[config.mk]
export PLATFORM = sky130hd
export DESIGN_NAME = network_sequencer
export DESIGN_NICKNAME = d
export VERILOG_FILES = /design/src/rtl/network_sequencer.sv
export SDC_FILE = /design/constraint.sdc
export NUM_CORES = 1
export LEC_CHECK = 0
export BUFFER_PORTS_ARGS = -buffer_cell sky130_fd_sc_hd__clkbuf_2
export CAP_MARGIN = 40
export CORE_MARGIN = 2
export CORE_UTILIZATION = 42
export CTS_CLUSTER_DIAMETER = 200
export DETAILED_ROUTE_END_ITERATION = 16
export PLACE_DENSITY = 0.6
export SKIP_CTS_REPAIR_TIMING = 1
export SYNTH_ARGS = -nofsm -noshare
export SYNTH_HDL_FRONTEND = slang
export SYNTH_SLANG_ARGS = --single-unit
[constraint.sdc]
create_clock -name clk -period 3.6 [get_ports clk]
set_input_delay 0.36 -clock clk [delete_from_list [all_inputs] [get_ports clk]]
set_output_delay 0.36 -clock clk [all_outputs]
set_load 0.02 [all_outputs]
[src/rtl/network_sequencer.sv]
// network_sequencer: runs the spiking network through fixed-length inference
// windows. It buffers input samples in a FIFO and hands them to the network
// on its sample strobe. It accumulates output spikes per neuron across RUN
// and FLUSH, then presents the counts and the argmax class on a valid/ready
// result port.
// Ports:
//   clk, rst_n                 clock, async active-low reset
//   enable                     allow a new window to start (sampled in IDLE only)
//   s_valid/s_ready/s_data     sample input stream into the FIFO
//   net_ready                  network idle
//   net_start                  network run level (RUN and FLUSH)
//   net_sample                 network consumes the FIFO head this cycle
//   net_sample_ready           FIFO head valid for the network
//   net_in_spikes              FIFO head, zero when empty
//   net_out_spikes             per-cycle output spikes from the network
//   r_valid/r_ready            result handshake
//   r_class, r_counts          argmax index and packed per-neuron counts
//   busy                       sequencer not idle
//   err_underrun               network sampled an empty FIFO this/last window
module network_sequencer #(
  parameter int unsigned N_IN       = 4,
  parameter int unsigned N_OUT      = 2,
  parameter int unsigned FIFO_DEPTH = 4,
  parameter int unsigned WINDOW     = 8,
  parameter int unsigned NET_CYCLES = 10,
  parameter int unsigned CNT_W      = 8,
  localparam int unsigned CLS_W     = (N_OUT > 1) ? $clog2(N_OUT) : 1
) (
  input  logic                   clk,
  input  logic                   rst_n,
  input  logic                   enable,
  input  logic                   s_valid,
  output logic                   s_ready,
  input  logic [N_IN-1:0]        s_data,
  input  logic                   net_ready,
  output logic                   net_start,
  input  logic                   net_sample,
  output logic                   net_sample_ready,
  output logic [N_IN-1:0]        net_in_spikes,
  input  logic [N_OUT-1:0]       net_out_spikes,
  output logic                   r_valid,
  input  logic                   r_ready,
  output logic [CLS_W-1:0]       r_class,
  output logic [N_OUT*CNT_W-1:0] r_counts,
  output logic                   busy,
  output logic                   err_underrun
);

  localparam int unsigned AW = (FIFO_DEPTH > 1) ? $clog2(FIFO_DEPTH) : 1;
  localparam int unsigned FCW = $clog2(FIFO_DEPTH + 1);
  localparam int unsigned SW = $clog2(WINDOW + 1);
  localparam int unsigned FW = $clog2(NET_CYCLES + 1);

  typedef enum logic [2:0] {
    ST_IDLE,
    ST_START,
    ST_RUN,
    ST_FLUSH,
    ST_DONE
  } state_t;

  logic [N_IN-1:0]             r_mem [FIFO_DEPTH];
  logic [AW-1:0]               r_wr_ptr;
  logic [AW-1:0]               r_rd_ptr;
  logic [FCW-1:0]              r_fill;
  state_t                      r_state;
  logic [SW-1:0]               r_smp_cnt;
  logic [FW-1:0]               r_flush_cnt;
  logic [N_OUT-1:0][CNT_W-1:0] r_cnt;
  logic                        r_err;

  logic             w_empty;
  logic             w_full;
  logic             w_push;
  logic             w_pop;
  logic             w_counting;
  logic [CLS_W-1:0] w_class;
  logic [CNT_W-1:0] w_best;

  assign w_empty    = (r_fill == '0);
  assign w_full     = (r_fill == FCW'(FIFO_DEPTH));
  assign w_push     = s_valid && !w_full;
  // Pops use the registered occupancy, so a same-cycle push never bypasses.
  assign w_pop      = (r_state == ST_RUN) && net_sample && !w_empty;
  assign w_counting = (r_state == ST_RUN) || (r_state == ST_FLUSH);

  // FIFO storage; contents need no reset since the head is gated when empty.
  always_ff @(posedge clk) begin
    if (w_push) r_mem[r_wr_ptr] <= s_data;
  end

  // FIFO pointers and occupancy.
  always_ff @(posedge clk or negedge rst_n) begin
    if (!rst_n) begin
      r_wr_ptr <= '0;
      r_rd_ptr <= '0;
      r_fill   <= '0;
    end else begin
      if (w_push) r_wr_ptr <= r_wr_ptr + AW'(1);
      if (w_pop)  r_rd_ptr <= r_rd_ptr + AW'(1);
      case ({w_push, w_pop})
        2'b10:   r_fill <= r_fill + FCW'(1);
        2'b01:   r_fill <= r_fill - FCW'(1);
        default: r_fill <= r_fill;
      endcase
    end
  end

  // Window sequencing FSM.
  always_ff @(posedge clk or negedge rst_n) begin
    if (!rst_n) begin
      r_state     <= ST_IDLE;
      r_smp_cnt   <= '0;
      r_flush_cnt <= '0;
      r_err       <= 1'b0;
    end else begin
      case (r_state)
        ST_IDLE: begin
          if (enable && net_ready && !w_empty) r_state <= ST_START;
        end
        ST_START: begin
          r_smp_cnt <= '0;
          r_err     <= 1'b0;
          r_state   <= ST_RUN;
        end
        ST_RUN: begin
          if (net_sample) begin
            // An empty-FIFO sample still counts toward the window.
            if (w_empty) r_err <= 1'b1;
            r_smp_cnt <= r_smp_cnt + SW'(1);
            if (r_smp_cnt == SW'(WINDOW - 1)) begin
              r_flush_cnt <= '0;
              r_state     <= ST_FLUSH;
            end
          end
        end
        ST_FLUSH: begin
          if (r_flush_cnt == FW'(NET_CYCLES - 1)) r_state <= ST_DONE;
          else r_flush_cnt <= r_flush_cnt + FW'(1);
        end
        ST_DONE: begin
          if (r_ready) r_state <= ST_IDLE;
        end
        default: r_state <= ST_IDLE;
      endcase
    end
  end

  // Saturating per-neuron spike counters, cleared at window start.
  always_ff @(posedge clk or negedge rst_n) begin
    if (!rst_n) begin
      r_cnt <= '0;
    end else if (r_state == ST_START) begin
      r_cnt <= '0;
    end else if (w_counting) begin
      for (int i = 0; i < int'(N_OUT); i++) begin
        if (net_out_spikes[i] && (r_cnt[i] != {CNT_W{1'b1}}))
          r_cnt[i] <= r_cnt[i] + CNT_W'(1);
      end
    end
  end

  // Argmax; strict compare keeps ties on the lowest index.
  always_comb begin
    w_class = '0;
    w_best  = r_cnt[0];
    for (int i = 1; i < int'(N_OUT); i++) begin
      if (r_cnt[i] > w_best) begin
        w_best  = r_cnt[i];
        w_class = CLS_W'(i);
      end
    end
  end

  assign s_ready          = !w_full;
  assign net_start        = w_counting;
  assign net_sample_ready = (r_state == ST_RUN) && !w_empty;
  assign net_in_spikes    = w_empty ? '0 : r_mem[r_rd_ptr];
  assign r_valid          = (r_state == ST_DONE);
  assign r_class          = w_class;
  assign r_counts         = r_cnt;
  assign busy             = (r_state != ST_IDLE);
  assign err_underrun     = r_err;

endmodule
==> flow_summary.json, run 1 <==
{
  "netlist-cell-type-count": 43,
  "synth-simple-area-share": 0.166,
  "min_from": "r_ready",
  "postRouteAntennaNets": 0,
  "fillers": 627,
  "grt_max_degree": 31,
  "ff2ff_path_depth": 8,
  "utilization": 0.495,
  "setup-tns-final_ps": 0,
  "place_congestion": 0.849,
  "timing.slew.headroom": 0.572,
  "drc": 0,
  "chipHeight_um": 84.7,
  "finish.net_count": 328,
  "syn_inst": 254,
  "finalCritPeriodShare": 0.624,
  "max-vdd-ir-drop_v": 0.000610,
  "critPathKind": "register to primary output",
  "max_freq_ghz": 0.445,
  "antenna_found_initial": 0,
  "rows": 29,
  "htreeDepth": 2,
  "cp_slowest_cell": "dfrtp_1",
  "synth_top_family_by_area": "simple AND/OR/NAND/NOR gates",
  "synth_xor_area_frac": 0.0288,
  "synth_common_cells": "dfrtp_1 (35), inv_1 (22), o21ai_0 (22), ha_1 (18)",
  "grtUsageTotal": 0.161,
  "drive_above_1_share": 0.215,
  "power_density_mw_per_mm2": 813,
  "core-area_mm2": 0.00631,
  "cts_tree": "yes",
  "critPathMaxStageDelay_ps": 450,
  "cp_cell_sequence": "inv_1, ha_1, a21oi_1, o21ai_0, mux2i_1, a21oi_1, clkbuf_2",
  "rsz0062_at_grt": "false",
  "muxShareOfSynthArea": 0.0444,
  "clockBufferDepth": 2,
  "synth_edf_count": 16,
  "leakagePower_nw": 1.37,
  "worst_pin_slew_ps": 640,
  "power_mw": 2.54,
  "synth_compound_area_frac": 0.131,
  "post_drt_wl_per_cell_um": 14.5,
  "dp_hpwl_mm": 3.87,
  "maxCapViolations": 0,
  "cp-end-kind": "primary output",
  "ys_warn_count": 0,
  "startpoint_type": "register",
  "synth_seq_area_share": 0.496,
  "synth_area_mm2": 0.00273,
  "min_period_ps": 2250,
  "die_x_um": 84.7,
  "grt_overflow_total": 0,
  "firstDrtPassIters": 4,
  "yosys-top-cells-area": "dfrtp_1 (32%), edfxtp_1 (18%), ha_1 (8.2%), o21ai_0 (4.0%), mux4_2 (3.3%)",
  "status": "finished clean",
  "critPathBufInv": 2,
  "viasPerCell": 5.47,
  "dieArea_mm2": 0.00717,
  "critPathRequiredTime_ps": 3240,
  "area_growth_pct": 14.4,
  "finClkSkew_ps": 4.65,
  "ios": 40,
  "async_reset_ff_frac": 0.686,
  "vias": 2046,
  "r2r_setup_slack_ps": 1390,
  "worstReg2RegStart": "r_state[0]",
  "syn_nets": 286,
  "grt_pass1_wl_mm": 9.35,
  "ys_ff_latch": 51,
  "maxSlewViolCount": 0,
  "synth_top_area_frac": 0.321,
  "initial_core_util": 0.433,
  "crit_arrival_ps": 1890,
  "worstHoldEndpoint": "r_state[2]",
  "ys.flop_type": "dfrtp_1",
  "hp-class": "primary input to register",
  "holdPathStages": 2,
  "drt-initial-drc-count": 78,
  "drt-total-wl_mm": 5.43,
  "insertion_delay_ps": 300,
  "hold_viol": 0,
  "r2r_end": "r_fill[2]",
  "numPortBuffers": 39,
  "cts_buffers": 5,
  "clock-sinks": 51,
  "clkTransAtPathRegs_ps": 100,
  "yosysTopAreaCell": "dfrtp_1",
  "antennaDiodeCount": 0,
  "cts_root_buffer": "clkbuf_8",
  "grt_pass1_vias": 1944,
  "syn_avg_cell_area_um2": 10.8,
  "cp_common_cell": "a21oi_1",
  "critPathMaxFanout": 7,
  "yosysMostFrequentCell": "dfrtp_1",
  "setup_violations": 0,
  "worst_path_dominant_cell_family": "flip-flops",
  "synthAdderAreaFrac": 0.0897
}
[report_power, final]
part / internal [mW] / total [mW] / leakage, nW / switching, mW
registers: 0.793 / 1.04 / 0.588 / 0.249
clock network: 0.145 / 0.356 / 0.0502 / 0.212
logic: 0.484 / 1.14 / 0.732 / 0.658
[layout make-up]
| class | count | area (um2) | area share |
|---|---|---|---|
| clock buffer | 5 | 68.8 | 0.0220 |
| clock inverter | 3 | 28.8 | 0.00921 |
| tap | 77 | 96.3 | 0.0308 |
| multi-input combinational | 173 | 1260 | 0.402 |
| inverter | 23 | 86.3 | 0.0276 |
| timing repair buffer | 42 | 233 | 0.0745 |
| sequential | 51 | 1360 | 0.434 |
[worst max path at each step]
stage / startpoint / endpoint / slack (ps) / cells after the start
3_3_place_gp: r_state[0] / r_fill[2] / 1480 / 8
3_5_place_dp: r_state[0] / r_fill[2] / 1390 / 8
5_1_grt: r_counts[5] / r_class / 1150 / 7
2_1_floorplan: r_fill[0] / r_fill[2] / 1490 / 10
4_1_cts: r_counts[5] / r_class / 1350 / 7
6_report: r_counts[5] / r_class / 1350 / 7
[stage by stage]
stage / setup slack (ps) / std cells / hold slack [ps] / area [um2]
after floorplan: 1490 / 254 / 64.4 / 2730
after global placement: 1480 / 364 / 491 / 3000
after detailed placement: 1390 / 365 / 212 / 3020
after CTS: 1350 / 373 / -128 / 3120
after global routing: 1150 / 374 / 212 / 3130
final: 1350 / 374 / 213 / 3130
[registers in the layout (all words and copies together), names as in the netlist]
name,cells
r_flush_cnt,4
r_counts,16
r_rd_ptr,2
r_state,3
r_mem,16
r_wr_ptr,2
r_fill,3
err_underrun,1
r_smp_cnt,4
[routing by layer]
layer	routed length, um	up-vias	track usage
met2	2500	47	0.250
li1	-	1008	-
met5	0	-	0
met1	2670	986	0.232
met3	216	5	0.0305
met4	51	0	0.0447
[cell usage in the layout, fill, tap and decap left out, types with 2 or more instances in the layout]
master | Yosys | layout
nand3_1 | 16 | 16
nor2_1 | 8 | 8
inv_1 | 22 | 22
o31ai_1 | 3 | 3
nor3_1 | 6 | 6
clkbuf_8 | 0 | 5
nand2b_1 | 3 | 3
o21ai_0 | 22 | 22
nand2_1 | 14 | 14
ha_1 | 18 | 18
mux2i_1 | 2 | 2
o211ai_2 | 2 | 2
o211ai_1 | 4 | 4
a21oi_1 | 14 | 14
nor2b_1 | 5 | 5
clkbuf_2 | 0 | 39
dfrtp_1 | 35 | 35
nand4_1 | 6 | 6
clkinv_4 | 0 | 2
mux4_2 | 4 | 4
xor2_1 | 5 | 5
a22o_1 | 3 | 3
a31o_2 | 5 | 5
xnor2_1 | 4 | 4
and3_1 | 4 | 4
edfxtp_1 | 16 | 16
or3_1 | 10 | 10
[kinds of logic after synthesis]
group           count (synthesis)
buf+inv                        30
simple gates                   81
compound gates                 57
mux                             7
flops                          51
fa+ha+maj                      19
xor+xnor                        9
Note: power is estimated with default switching activity, not from simulation.
==> run 2: changes to the inputs <==
--- a/config.mk
+++ b/config.mk
@@ -11,7 +11,7 @@
 export CORE_UTILIZATION = 42
 export CTS_CLUSTER_DIAMETER = 200
 export DETAILED_ROUTE_END_ITERATION = 16
-export PLACE_DENSITY = 0.6
+export PLACE_DENSITY = 0.62
 export SKIP_CTS_REPAIR_TIMING = 1
 export SYNTH_ARGS = -nofsm -noshare
 export SYNTH_HDL_FRONTEND = slang
==> constraint.sdc (replaced) <==
create_clock -name clk -period 1.9 [get_ports clk]
set_input_delay 0.19 -clock clk [delete_from_list [all_inputs] [get_ports clk]]
set_output_delay 0.19 -clock clk [all_outputs]
set_load 0.02 [all_outputs]
==> flow_summary.json, run 2 (same netlist as run 1, synthesis figures left out) <==
{
  "grt_overflow_total": 0,
  "chipHeight_um": 84.7,
  "worst_pin_slew_ps": 458,
  "clkTransAtPathRegs_ps": 110,
  "max-vdd-ir-drop_v": 0.00108,
  "htreeDepth": 2,
  "cts_buffers": 5,
  "drc": 0,
  "crit_start": "r_counts[13]",
  "critPathMaxFanout": 7,
  "drt-initial-drc-count": 70,
  "ios": 40,
  "worstReg2RegStart": "r_fill[1]",
  "place_congestion": 0.746,
  "power_density_mw_per_mm2": 1540,
  "cts_root_buffer": "clkbuf_8",
  "startpoint_type": "register",
  "rows": 29,
  "dpl_cell_area_mm2": 0.00317,
  "rsz0062_at_grt": "true",
  "initial_core_util": 0.433,
  "min_period_ps": 1880,
  "postRouteAntennaNets": 0,
  "grt_pass1_vias": 2060,
  "clock-sinks": 51,
  "drive_above_1_share": 0.336,
  "layout_commonest_cell": "clkbuf_2",
  "crit_arrival_ps": 1690,
  "die_x_um": 84.7,
  "insertion_delay_ps": 320,
  "finish.net_count": 352,
  "power_mw": 5.23,
  "hold_ws_ps": 59.8,
  "final_cell_mix": "clkbuf_2 (38), dfrtp_1 (29), buf_4 (27)",
  "grtUsageTotal": 0.168,
  "max_freq_ghz": 0.531,
  "fillers": 569,
  "antennaDiodeCount": 0,
  "status": "finished clean",
  "maxSlewViolCount": 0,
  "finClkSkew_ps": 8.69,
  "cts_tree": "yes",
  "setup_violations": 0,
  "firstDrtPassIters": 4,
  "dieArea_mm2": 0.00717,
  "dp_hpwl_mm": 4.07,
  "vias": 2107,
  "drt-total-wl_mm": 5.80,
  "viasPerCell": 5.29,
  "finalCritPeriodShare": 0.992,
  "grt_pass1_wl_mm": 9.63,
  "numPortBuffers": 39,
  "cp-end-kind": "primary output",
  "utilization": 0.539,
  "r2r_setup_slack_ps": 90,
  "critPathRequiredTime_ps": 1710,
  "critPathKind": "register to primary output",
  "leakagePower_nw": 1.51,
  "timing.slew.headroom": 0.695,
  "design_area_mm2": 0.00340,
  "clockBufferDepth": 2,
  "hp-class": "primary input to register",
  "grt_max_degree": 36,
  "setup-tns-final_ps": 0,
  "antenna_found_initial": 0,
  "min_from": "r_ready",
  "maxCapViolations": 0,
  "hold_viol": 0,
  "post_drt_wl_per_cell_um": 14.6,
  "area_growth_pct": 24.5,
  "core-area_mm2": 0.00631
}
==> run 2: changes by cell type in the layout (fill, tap and decap cells not counted), moves of 2 or more <==
cell	before	now
o21ai_0	22	20
inv_6	0	2
inv_1	22	18
ha_4	0	2
inv_2	1	5
buf_4	1	27
dfrtp_2	0	6
dfrtp_1	35	29
ha_1	18	16
clkinv_4	2	0
==> run 2: worst paths after layout <==
path	endpoint	cells past startpoint
max reg2reg	r_fill[2]	10
max in group asynchronous	r_counts[6]	3
max	r_class	6
min reg2reg	err_underrun	2
min	r_state[2]	2
min in group asynchronous	r_counts[4]	3
==> run 2: where the power goes <==
| part | switching (mW) | internal, mW | total, mW | leakage, nW |
|---|---|---|---|---|
| Clock | 0.422 | 0.281 | 0.703 | 0.0519 |
| Combinational | 1.47 | 1.19 | 2.66 | 0.875 |
| Sequential | 0.367 | 1.51 | 1.88 | 0.580 |
| Total | 2.26 | 2.98 | 5.23 | 1.51 |
==> run 2: cell type report <==
cell class	count	area (um2)	share of cell area
clock buffers	5	68.8	0.0202
clock inverters	3	33.8	0.00993
inverters	23	86.3	0.0254
multi-input cells	173	1350	0.397
flip-flops and latches	51	1360	0.401
well taps	77	96.3	0.0283
repair buffers	66	403	0.118
==> run 2: stage by stage <==
step	setup slack, ps	cells
after floorplan	12.2	254
after global placement	79.3	380
final	16.0	398
after detailed placement	-8.64	380
after global routing	-76.7	398
after CTS	-186	388
==> run 2: critical path, stage by stage (launching register included) <==
cell and delay, ps:
dfrtp_2 460, ha_1 300, a21oi_1 170, o21ai_2 80, mux2i_1 150, a21oi_1 60
buf_4 160
==> run 2: per-layer routing <==
layer,up-vias,global-route usage,part of all wire
met5,-,0,0
met4,0,0.0491,0.011
li1,1053,-,-
met2,45,0.281,0.47
met3,6,0.0393,0.045
met1,1003,0.218,0.47
==> run 3: changes to the inputs <==
--- a/config.mk
+++ b/config.mk
@@ -7,11 +7,13 @@
 export LEC_CHECK = 0
 export BUFFER_PORTS_ARGS = -buffer_cell sky130_fd_sc_hd__clkbuf_2
 export CAP_MARGIN = 40
+export CELL_PAD_IN_SITES_DETAIL_PLACEMENT = 1
+export CELL_PAD_IN_SITES_GLOBAL_PLACEMENT = 1
 export CORE_MARGIN = 2
-export CORE_UTILIZATION = 42
+export CORE_UTILIZATION = 40
 export CTS_CLUSTER_DIAMETER = 200
 export DETAILED_ROUTE_END_ITERATION = 16
-export PLACE_DENSITY = 0.62
+export PLACE_DENSITY = 0.73
 export SKIP_CTS_REPAIR_TIMING = 1
 export SYNTH_ARGS = -nofsm -noshare
 export SYNTH_HDL_FRONTEND = slang
==> flow_summary.json, run 3 (same netlist as run 1, synthesis figures left out) <==
{
  "vias": 2235,
  "dp_hpwl_mm": 5.08,
  "leakagePower_nw": 1.50,
  "cp-endpoint": "r_class",
  "critPathBufInv": 1,
  "max_freq_ghz": 0.521,
  "drc": 0,
  "worstReg2RegStart": "r_state[0]",
  "utilization": 0.511,
  "design_area_mm2": 0.00343,
  "hold_viol": 0,
  "area_growth_pct": 25.6,
  "antennaDiodeCount": 0,
  "die_x_um": 86.7,
  "setup_violations": 2,
  "clockBufferDepth": 2,
  "place_congestion": 0.802,
  "clkTransAtPathRegs_ps": 90,
  "clock-sinks": 51,
  "insertion_delay_ps": 310,
  "grt_pass1_wl_mm": 11.2,
  "initial_core_util": 0.407,
  "core-area_mm2": 0.00672,
  "grtUsageTotal": 0.192,
  "critPathKind": "register to primary output",
  "startpoint_type": "register",
  "r2r_setup_slack_ps": -10,
  "critPathMaxStageDelay_ps": 470,
  "min_period_ps": 1920,
  "maxCapViolations": 0,
  "final_cell_mix": "clkbuf_2 (38), dfrtp_1 (29), buf_4 (21)",
  "worst_pin_slew_ps": 520,
  "grt_pass1_vias": 2279,
  "r2r_end": "r_fill[2]",
  "drt-initial-drc-count": 66,
  "grt_overflow_total": 0,
  "antenna_found_initial": 0,
  "ff2ff_path_depth": 8,
  "cts_tree": "yes",
  "critPathMaxFanout": 5,
  "timing.slew.headroom": 0.654,
  "violations": "setup timing",
  "layout_commonest_cell": "clkbuf_2",
  "status": "finished with violations",
  "rsz0062_at_grt": "true",
  "crit_start": "r_counts[9]",
  "critPathRequiredTime_ps": 1710,
  "final_cells": 397,
  "firstDrtPassIters": 4,
  "finish.net_count": 348,
  "setup_ws_ps": -19.0,
  "htreeDepth": 2,
  "cts_root_buffer": "clkbuf_8",
  "finClkSkew_ps": 10.9,
  "worst_path_dominant_cell_family": "flip-flops",
  "power_density_mw_per_mm2": 1620,
  "viasPerCell": 5.63,
  "postRouteAntennaNets": 0,
  "cp-end-kind": "primary output",
  "cp_cell_sequence": "ha_4, nor2b_4, o21a_1, o21ai_2, a21oi_2, buf_6",
  "setup-tns-final_ps": -24.6,
  "maxSlewViolCount": 0,
  "power_mw": 5.55,
  "dp_cells": 384,
  "dpl_cell_area_mm2": 0.00320,
  "post_drt_wl_per_cell_um": 17.1,
  "hp-class": "primary input to register",
  "chipHeight_um": 86.7,
  "finalCritPeriodShare": 1.01,
  "grt_max_degree": 20,
  "max-vdd-ir-drop_v": 0.000599,
  "ios": 40,
  "rows": 30,
  "holdPathStages": 2,
  "cts_buffers": 5,
  "cp.depth": 6,
  "numPortBuffers": 39,
  "crit_arrival_ps": 1730,
  "dieArea_mm2": 0.00751,
  "drt-total-wl_mm": 6.78,
  "cp_slowest_cell": "dfrtp_2",
  "drive_above_1_share": 0.344
}
run 3: cell types whose count changed in the layout (fill, tap and decap cells not counted), sizes merged:
cell    delta
bufinv     +1
buf        -4
inv        -1
run 3: per-stage QoR:
stage	hold slack [ps]	worst slack [ps]
2_1_floorplan	-106	12.2
3_3_place_gp	177	76.5
3_5_place_dp	181	-83.0
4_1_cts	-167	-203
5_1_grt	54.5	-120
6_report	61.7	-19.0
run 3: how the worst min path moves through the flow:
| stage | start | to | slack, ps |
|---|---|---|---|
| detailed placement | rst_n | r_counts[4] | 180 |
| finish | r_ready | r_state[2] | 60 |
| floorplan | rst_n | err_underrun | -110 |
| global route | r_ready | r_state[2] | 50 |
| global placement | rst_n | r_counts[4] | 180 |
| CTS | rst_n | r_counts[6] | -170 |
run 3: cell type report:
type / instances / area [um2]
Timing Repair Buffer: 62 / 389
Inverter: 23 / 88.8
Fill cell: 759 / 3290
Multi-Input combinational cell: 173 / 1380
Clock buffer: 5 / 68.8
Clock inverter: 3 / 42.5
Tap cell: 80 / 100
Sequential cell: 51 / 1360
run 3: metal layers:
metal | global-route usage | routed length [um]
met4 | 0.0724 | 142
met1 | 0.243 | 3060
met3 | 0.0381 | 214
met2 | 0.324 | 3360
met5 | 0 | 0
run 3: power breakdown:
| part | leakage [nW] | internal [mW] | switching [mW] |
|---|---|---|---|
| Sequential | 0.580 | 1.51 | 0.438 |
| Clock | 0.0562 | 0.393 | 0.391 |
| Combinational | 0.866 | 1.25 | 1.57 |
| Total | 1.50 | 3.15 | 2.40 |
run 3: worst reg2reg max path, delay by kind of cell, from the launching register on:
family        cells  cell delay (ps)
xor+xnor          2              320
flops             1              400
simple gates      3              560
fa+ha+maj         2              510
buf+inv           1               40
